==> src/rtl/fb_arbiter.sv <==
// fb_arbiter: burst scheduler sharing one memory command port between camera writes and display reads
module fb_arbiter #(
    parameter int BURST_LEN    = 64,
    parameter int FRAME_PIXELS = 307200,
    parameter int ADDR_W       = 19,
    parameter int WR_BASE      = 0,
    parameter int RD_BASE      = 0
) (
    input  logic              i_clk,
    input  logic              i_rst_n,
    input  logic              i_wr_req,
    input  logic              i_rd_req,
    input  logic              i_rd_urgent,
    input  logic              i_wr_frame_sync,
    input  logic              i_rd_frame_sync,
    output logic              o_wr_grant,
    output logic              o_rd_grant,
    output logic              o_mem_cmd_vld,
    output logic              o_mem_cmd_we,
    output logic [ADDR_W-1:0] o_mem_cmd_addr,
    input  logic              i_mem_cmd_rdy,
    input  logic              i_mem_done,
    output logic              o_wr_frame_done
);
    localparam logic [ADDR_W-1:0] BL = ADDR_W'(BURST_LEN);
    localparam logic [ADDR_W-1:0] FP = ADDR_W'(FRAME_PIXELS);
    localparam logic [ADDR_W-1:0] WB = ADDR_W'(WR_BASE);
    localparam logic [ADDR_W-1:0] RB = ADDR_W'(RD_BASE);

    typedef enum logic [1:0] {IDLE, CMD, BUSY} state_t;

    state_t            state, state_n;
    logic [ADDR_W-1:0] wr_off, wr_off_n, rd_off, rd_off_n, addr_n, wr_nxt, rd_nxt;
    logic              wr_pend, wr_pend_n, rd_pend, rd_pend_n, last_wr, last_wr_n;
    logic              wr_grant_n, rd_grant_n, vld_n, we_n, frame_done_n;
    logic              rd_win, wr_win;

    // urgent read overrides; otherwise a tie goes to the port that did not win last
    assign rd_win = i_rd_req && (i_rd_urgent || !i_wr_req || last_wr);
    assign wr_win = i_wr_req && !rd_win;
    assign wr_nxt = wr_off + BL;
    assign rd_nxt = rd_off + BL;

    always_comb begin
        state_n      = state;
        wr_off_n     = wr_off;
        rd_off_n     = rd_off;
        wr_pend_n    = wr_pend;
        rd_pend_n    = rd_pend;
        last_wr_n    = last_wr;
        wr_grant_n   = o_wr_grant;
        rd_grant_n   = o_rd_grant;
        vld_n        = o_mem_cmd_vld;
        we_n         = o_mem_cmd_we;
        addr_n       = o_mem_cmd_addr;
        frame_done_n = 1'b0;
        if (i_wr_frame_sync) begin
            if (o_wr_grant) wr_pend_n = 1'b1;
            else wr_off_n = '0;
        end
        if (i_rd_frame_sync) begin
            if (o_rd_grant) rd_pend_n = 1'b1;
            else rd_off_n = '0;
        end
        if (state == IDLE && (wr_win || rd_win)) begin
            state_n    = CMD;
            wr_grant_n = wr_win;
            rd_grant_n = rd_win;
            vld_n      = 1'b1;
            we_n       = wr_win;
            addr_n     = wr_win ? WB + wr_off_n : RB + rd_off_n;
        end else if (state == CMD && i_mem_cmd_rdy) begin
            state_n   = BUSY;
            vld_n     = 1'b0;
            last_wr_n = o_wr_grant;
        end else if (state == BUSY && i_mem_done) begin
            state_n    = IDLE;
            wr_grant_n = 1'b0;
            rd_grant_n = 1'b0;
            // a pending frame sync restarts the frame instead of advancing
            if (o_wr_grant) begin
                wr_off_n     = (wr_pend_n || wr_nxt == FP) ? '0 : wr_nxt;
                frame_done_n = !wr_pend_n && wr_nxt == FP;
                wr_pend_n    = 1'b0;
            end else begin
                rd_off_n  = (rd_pend_n || rd_nxt == FP) ? '0 : rd_nxt;
                rd_pend_n = 1'b0;
            end
        end
    end

    always_ff @(posedge i_clk) begin
        if (!i_rst_n) begin
            state           <= IDLE;
            wr_off          <= '0;
            rd_off          <= '0;
            wr_pend         <= 1'b0;
            rd_pend         <= 1'b0;
            last_wr         <= 1'b0;
            o_wr_grant      <= 1'b0;
            o_rd_grant      <= 1'b0;
            o_mem_cmd_vld   <= 1'b0;
            o_mem_cmd_we    <= 1'b0;
            o_mem_cmd_addr  <= '0;
            o_wr_frame_done <= 1'b0;
        end else begin
            state           <= state_n;
            wr_off          <= wr_off_n;
            rd_off          <= rd_off_n;
            wr_pend         <= wr_pend_n;
            rd_pend         <= rd_pend_n;
            last_wr         <= last_wr_n;
            o_wr_grant      <= wr_grant_n;
            o_rd_grant      <= rd_grant_n;
            o_mem_cmd_vld   <= vld_n;
            o_mem_cmd_we    <= we_n;
            o_mem_cmd_addr  <= addr_n;
            o_wr_frame_done <= frame_done_n;
        end
    end
endmodule

==> config.mk <==
export PLATFORM = sky130hd
export DESIGN_NAME = fb_arbiter
export DESIGN_NICKNAME = d
export VERILOG_FILES = /design/src/rtl/fb_arbiter.sv
export SDC_FILE = /design/constraint.sdc
export NUM_CORES = 1
export LEC_CHECK = 0
export ABC_AREA = 1
export BUFFER_PORTS_ARGS = -buffer_cell sky130_fd_sc_hd__buf_2
export CAP_MARGIN = 20
export CORE_MARGIN = 8
export CORE_UTILIZATION = 59
export DETAILED_ROUTE_END_ITERATION = 7
export GPL_TIMING_DRIVEN = 1
export PLACE_DENSITY = 0.76
export REMOVE_ABC_BUFFERS = 1
export SETUP_SLACK_MARGIN = 0.3
export SKIP_LAST_GASP = 1
export SYNTH_ARGS = -nofsm -noshare
export SYNTH_HDL_FRONTEND = slang
export SYNTH_SLANG_ARGS = --single-unit
==> constraint.sdc <==
create_clock -name i_clk -period 2.1 [get_ports i_clk]
set_input_delay 0.21 -clock i_clk [delete_from_list [all_inputs] [get_ports i_clk]]
set_output_delay 0.21 -clock i_clk [all_outputs]
set_load 0.05 [all_outputs]
* Word-level counts from Yosys, hierarchy flattened
Index checks and enable logic that the tools add are counted.
** Operators by class
- Reductions and logical operators :: 23
- Mux-type cells :: 36
- Equal/unequal tests :: 5
- Add/subtract/negate cells :: 2
- Bitwise gates (word level) :: 4
** Operators by type and width (number)
- $mux W19 :: 15
- $add A19 B7 Y19 const B :: 2
- $eq A19 B19 Y1 const B :: 2
- $mux W1 :: 19
- $logic_and A1 B1 Y1 :: 6
- $reduce_bool A2 Y1 :: 3
- $logic_or A1 B1 Y1 :: 5
- $reduce_or A5 Y1 :: 1
- $mux W2 :: 2
- $not A1 Y1 :: 4
- $reduce_and A2 Y1 :: 2
- $logic_not A1 Y1 :: 3
- $reduce_bool A3 Y1 :: 1
- $eq A2 B1 Y1 const B :: 1
- $eq A2 B2 Y1 const B :: 1
- $logic_not A2 Y1 :: 1
- $ne A2 B2 Y1 const B :: 1
- $reduce_or A2 Y1 :: 1
** Storage, ports and cells
- Logic and storage cells :: 83
- Output and inout bits :: 24
- Flip-flop bits (word level) :: 67

* Longest topological paths before layout
- Depth in word-level cells :: 10
- Gate-level depth with buffers :: 13
- Depth with buffers taken out :: 12

* Least setup slack after synthesis
OpenSTA, ideal clock, no wires.
- Path type :: register -> register
- From :: reg o_rd_grant
- To :: reg o_mem_cmd_addr[4]
- Setup slack :: 0.413 ns
- Data required time :: 1.983 ns
- Cell stages (with the launch flop) :: 8
- Arrival time :: 1.570 ns
- Cell sequence :: dfxtp_1 -> nor2_1 -> clkinv_1 -> buf_2 -> nand3_1 -> nand3_1 -> o211ai_1 -> inv_1
** On the way
- Cells in the longest elaborated chain, start to end :: 3
** RTL lines
- from (decl) :: RTL line 17 : output logic o_rd_grant,
- from (signal assigned) :: RTL line 114 : o_rd_grant <= rd_grant_n;
- $mux W19 :: RTL line 62 : if (o_rd_grant) rd_pend_n = 1'b1;
- $mux W19 :: RTL line 61 : if (i_rd_frame_sync) begin
- $mux W19 :: RTL line 71 : addr_n = wr_win ? WB + wr_off_n : RB + rd_off_n;
- to (signal assigned) :: RTL line 117 : o_mem_cmd_addr <= addr_n;
- to (decl) :: RTL line 20 : output logic [ADDR_W-1:0] o_mem_cmd_addr,
Every way passes these cells.
A chain may end at the register's enable or synchronous reset.

* Worst setup path in the final report
- From :: reg rd_off[7]
- To :: reg rd_off[12]
** On the way
- Cells in the longest elaborated chain, start to end :: 8
** RTL lines
- from (decl) :: RTL line 33 : logic [ADDR_W-1:0] wr_off, wr_off_n, rd_off, rd_off_n, addr_n, wr_nxt, rd_nxt;
- from (signal assigned) :: RTL line 109 : rd_off <= rd_off_n;
- $add A19 B7 Y19 * :: RTL line 42 : assign rd_nxt = rd_off + BL;
- $eq A19 B19 Y1 :: RTL line 86 : rd_off_n = (rd_pend_n || rd_nxt == FP) ? '0 : rd_nxt;
- $logic_or A1 B1 Y1 :: RTL line 86
- $mux W19 * :: RTL line 86
- $mux W19 * :: RTL line 81 : if (o_wr_grant) begin
- $mux W19 * :: RTL line 76 : end else if (state == BUSY && i_mem_done) begin
- $mux W19 * :: RTL line 72 : end else if (state == CMD && i_mem_cmd_rdy) begin
- $mux W19 * :: RTL line 65 : if (state == IDLE && (wr_win || rd_win)) begin
Every way passes the cells marked *; elsewhere a longest branch is shown, timed or not.

==> results.sh <==
export IMPL_irDropWorstVdd_mv=0.6695
export IMPL_dpl_cell_area_sq_um=3899
export IMPL_cp_max_fo=6
export IMPL_crit_arrival_ns=2.04
export IMPL_num_rows=28
export IMPL_swShare_pct=33.20
export IMPL_min_path_type="in2reg"
export IMPL_p_per_area_nw_per_um2=707.3
export IMPL_finalWorstSetupSlack_ns=0.2883
export IMPL_fin_nets=601
export IMPL_switchingPower_mw=1.030
export IMPL_drv_cap=0
export IMPL_hold_path_depth=5
export IMPL_core_area_sq_um=5921
export IMPL_initial_core_util_pct=61.01
export IMPL_intPower_mw=2.072
export IMPL_die_area_sq_um=8882
export IMPL_ys_types=31
export IMPL_port_buffers=32
export IMPL_hold_viol=0
export IMPL_dr_pass1_iters=4
export IMPL_drt_iter0_drc=329
export IMPL_drv_slew=0
export IMPL_cts_sink_count=67
export IMPL_crit_required_ns=2.33
export IMPL_grt_max_degree=26
export IMPL_yosys_cell_count_top_type="nand2_1"
export IMPL_place_congestion=0.9442
export IMPL_grt_first_pass_wirelength_um=16660
export IMPL_setup_viol=0
export IMPL_ioPinCount=33
export IMPL_leakagePower_nw=1.746
export IMPL_synth_edf_count=0
export IMPL_startpoint_type="register"
export IMPL_yosys_warnings=0
export IMPL_fin_setup_tns_ns=0
export IMPL_die_h_um=94.25
export IMPL_slew_headroom_pct=71.68
export IMPL_grt_setup_unrepaired="yes"
export IMPL_dp_hpwl_um=7359
export IMPL_worst_pin_slew_ns=0.4242
export IMPL_path_clk_slew_ns=0.08
export IMPL_fin_crit_ns=1.812
export IMPL_syn_inst=543
export IMPL_clock_root_buffer="clkbuf_8"
export IMPL_pwr_share_clk_pct=35.5
export IMPL_regToRegStartpoint="rd_off[7]"
export IMPL_ant_nets=0
export IMPL_vias=3860
export IMPL_seqCellArea_sq_um=1361
export IMPL_combPwrFrac_pct=19.9
export IMPL_dpl_cell_count=648
export IMPL_whs_ns=0.2509
export IMPL_reg2reg_depth=12
export IMPL_seq_area_frac_synth_pct=37.13
export IMPL_worstPathCellList="buf_6 -> ha_2 -> nand2_1 -> nor2_1 -> nand3_1 -> nor2_1 -> nand2_1 -> nor2_2 -> nand3_4 -> buf_6 -> nand3_2 -> a21oi_1"
export IMPL_syn_cell_area_sq_um=3612
export IMPL_seqPwrFrac_pct=44.6
export IMPL_rrSetupSlack_ns=0.29
export IMPL_drive_gt1_share_pct=24.11
export IMPL_multiInputGateArea_sq_um=2163
export IMPL_cts_buffer_depth=2
export IMPL_design_area_sq_um=4385
export IMPL_finalCritPeriodShare_pct=86.27
export IMPL_n_fill_cell=499
export IMPL_drt_total_wl_um=10300
export IMPL_cts_tree="yes"
export IMPL_r2r_end="rd_off[12]"
export IMPL_avgSynthCellArea_sq_um=6.652
export IMPL_antenna_found_initial=0
export IMPL_routedWlPerCell_um=15.42
export IMPL_synthArstFlopShare_pct=0
export IMPL_htreeDepth=3
export IMPL_synth_seq_cells=67
export IMPL_synth_common_cells="nand2_1, nor2_1, dfxtp_1"
export IMPL_instances_no_fill=668
export IMPL_synth_area_leaders="dfxtp_1, nand2_1, nand3_1"
export IMPL_place_ws_ns=0.07669
export IMPL_min_to="o_rd_grant"
export IMPL_drc=0
export IMPL_worst_clock_skew_ns=0.01397
export IMPL_grt_ovfl_total=0
export IMPL_worst_setup_path_end_kind="register"
export IMPL_fmax_ghz=0.5520
export IMPL_via_per_inst=5.778
export IMPL_cts_made_buffers=9
export IMPL_syn_to_final_growth_pct=21.41
export IMPL_die_x_um=94.25
export IMPL_diodes=0
export IMPL_crit_path_top_delay_cell="dfxtp_4"
export IMPL_critPathMaxStageDelay_ns=0.37
export IMPL_clkLatencyLatePin_ns=0.35
export IMPL_synthFlopType="dfxtp_1"
export IMPL_crit_type="reg2reg"
export IMPL_finish_utilization_pct=74.07
export IMPL_synth_top_cell_by_area="dfxtp_1"
export IMPL_grt_pass1_vias=3610
export IMPL_power_mw=3.102
export IMPL_synth_top_area_share_pct=37.13
export IMPL_grt_usage_pct=23.48
export IMPL_min_delay_start="i_rd_req"
export IMPL_status="finished clean"
logic make-up (layout without fill, tap and decap cells):
| kind of cell | Yosys count | after routing | share of synthesized area (%) |
|---|---|---|---|
| flip-flops | 67 | 67 | 37.13 |
| XOR/XNOR | 8 | 8 | 1.940 |
| AND/OR/NAND/NOR | 283 | 284 | 34.74 |
| adder cells (fa/ha/maj) | 4 | 4 | 1.386 |
| AO/OA/AOI/OAI | 101 | 101 | 15.83 |
| buffers and inverters | 80 | 129 | 8.971 |
worst max path at each step:
stage | startpoint | end
after floorplan | i_wr_req | o_mem_cmd_vld
after global placement | wr_off[6] | wr_off[5]
after detailed placement | wr_off[6] | wr_off[2]
after CTS | wr_off[6] | wr_off[2]
after global routing | rd_off[6] | rd_off[18]
final | rd_off[7] | rd_off[12]
cell usage in the layout (no fill, tap or decap), drive strengths merged, types with 10 or more instances in the layout:
cell | synthesis | routed
nand2 | 123 | 123
nor2 | 82 | 82
a21oi | 57 | 57
dfxtp | 67 | 67
inv | 58 | 58
clkbuf | 15 | 10
nand3 | 65 | 66
o21ai | 25 | 25
buf | 4 | 52
o31ai | 10 | 10
state kept, by name (all words and copies together), names as in the netlist:
name / cells
o_mem_cmd_vld: 1
last_wr: 1
o_mem_cmd_addr: 19
o_wr_frame_done: 1
wr_pend: 1
wr_off: 19
o_rd_grant: 1
o_wr_grant: 1
state: 2
o_mem_cmd_we: 1
rd_pend: 1
rd_off: 19
power by group through the flow:
stage | combinational [mW] | sequential [mW] | clock (mW)
2_1_floorplan | 0.246 | 1.56 | 0
3_3_place_gp | 0.574 | 1.41 | 0
3_5_place_dp | 0.582 | 1.41 | 0
4_1_cts | 0.591 | 1.38 | 1.11
5_1_grt | 0.668 | 1.39 | 1.17
6_report | 0.616 | 1.38 | 1.10
what timing repair did:
item	in CTS	in global routing
gates cloned	1	0
buffers inserted	0	3
pin swaps	2	17
hold buffers	0	0
endpoints found under the setup margin	31	47
gates resized for setup	24	43
area by class of cell:
type                    count  share of cell area, %
clock buffers              10                  3.138
clock inverters             6                  1.484
inverters                  61                  5.449
multi-input cells         397                  49.33
flip-flops and latches     67                  31.04
well taps                  75                  2.140
repair buffers             52                  7.418
critical path, delay by kind of cell, from the launching register on:
family | cells | cell delay (ns)
fa+ha+maj | 1 | 0.16
flops | 1 | 0.37
simple gates | 8 | 0.80
buf+inv | 2 | 0.29
compound gates | 1 | 0.06
routing by layer:
layer  wire length [um]  part of all wire (%)  track usage [%]  up-vias
met5                  0                     0                0        -
met4                251                   2.4            10.83        0
met3                886                   8.6            4.876       22
met2               4842                    47            36.91      168
met1               4320                    42            29.90     1808
li1                   -                     -                -     1862
(Power assumes the default switching activity.)
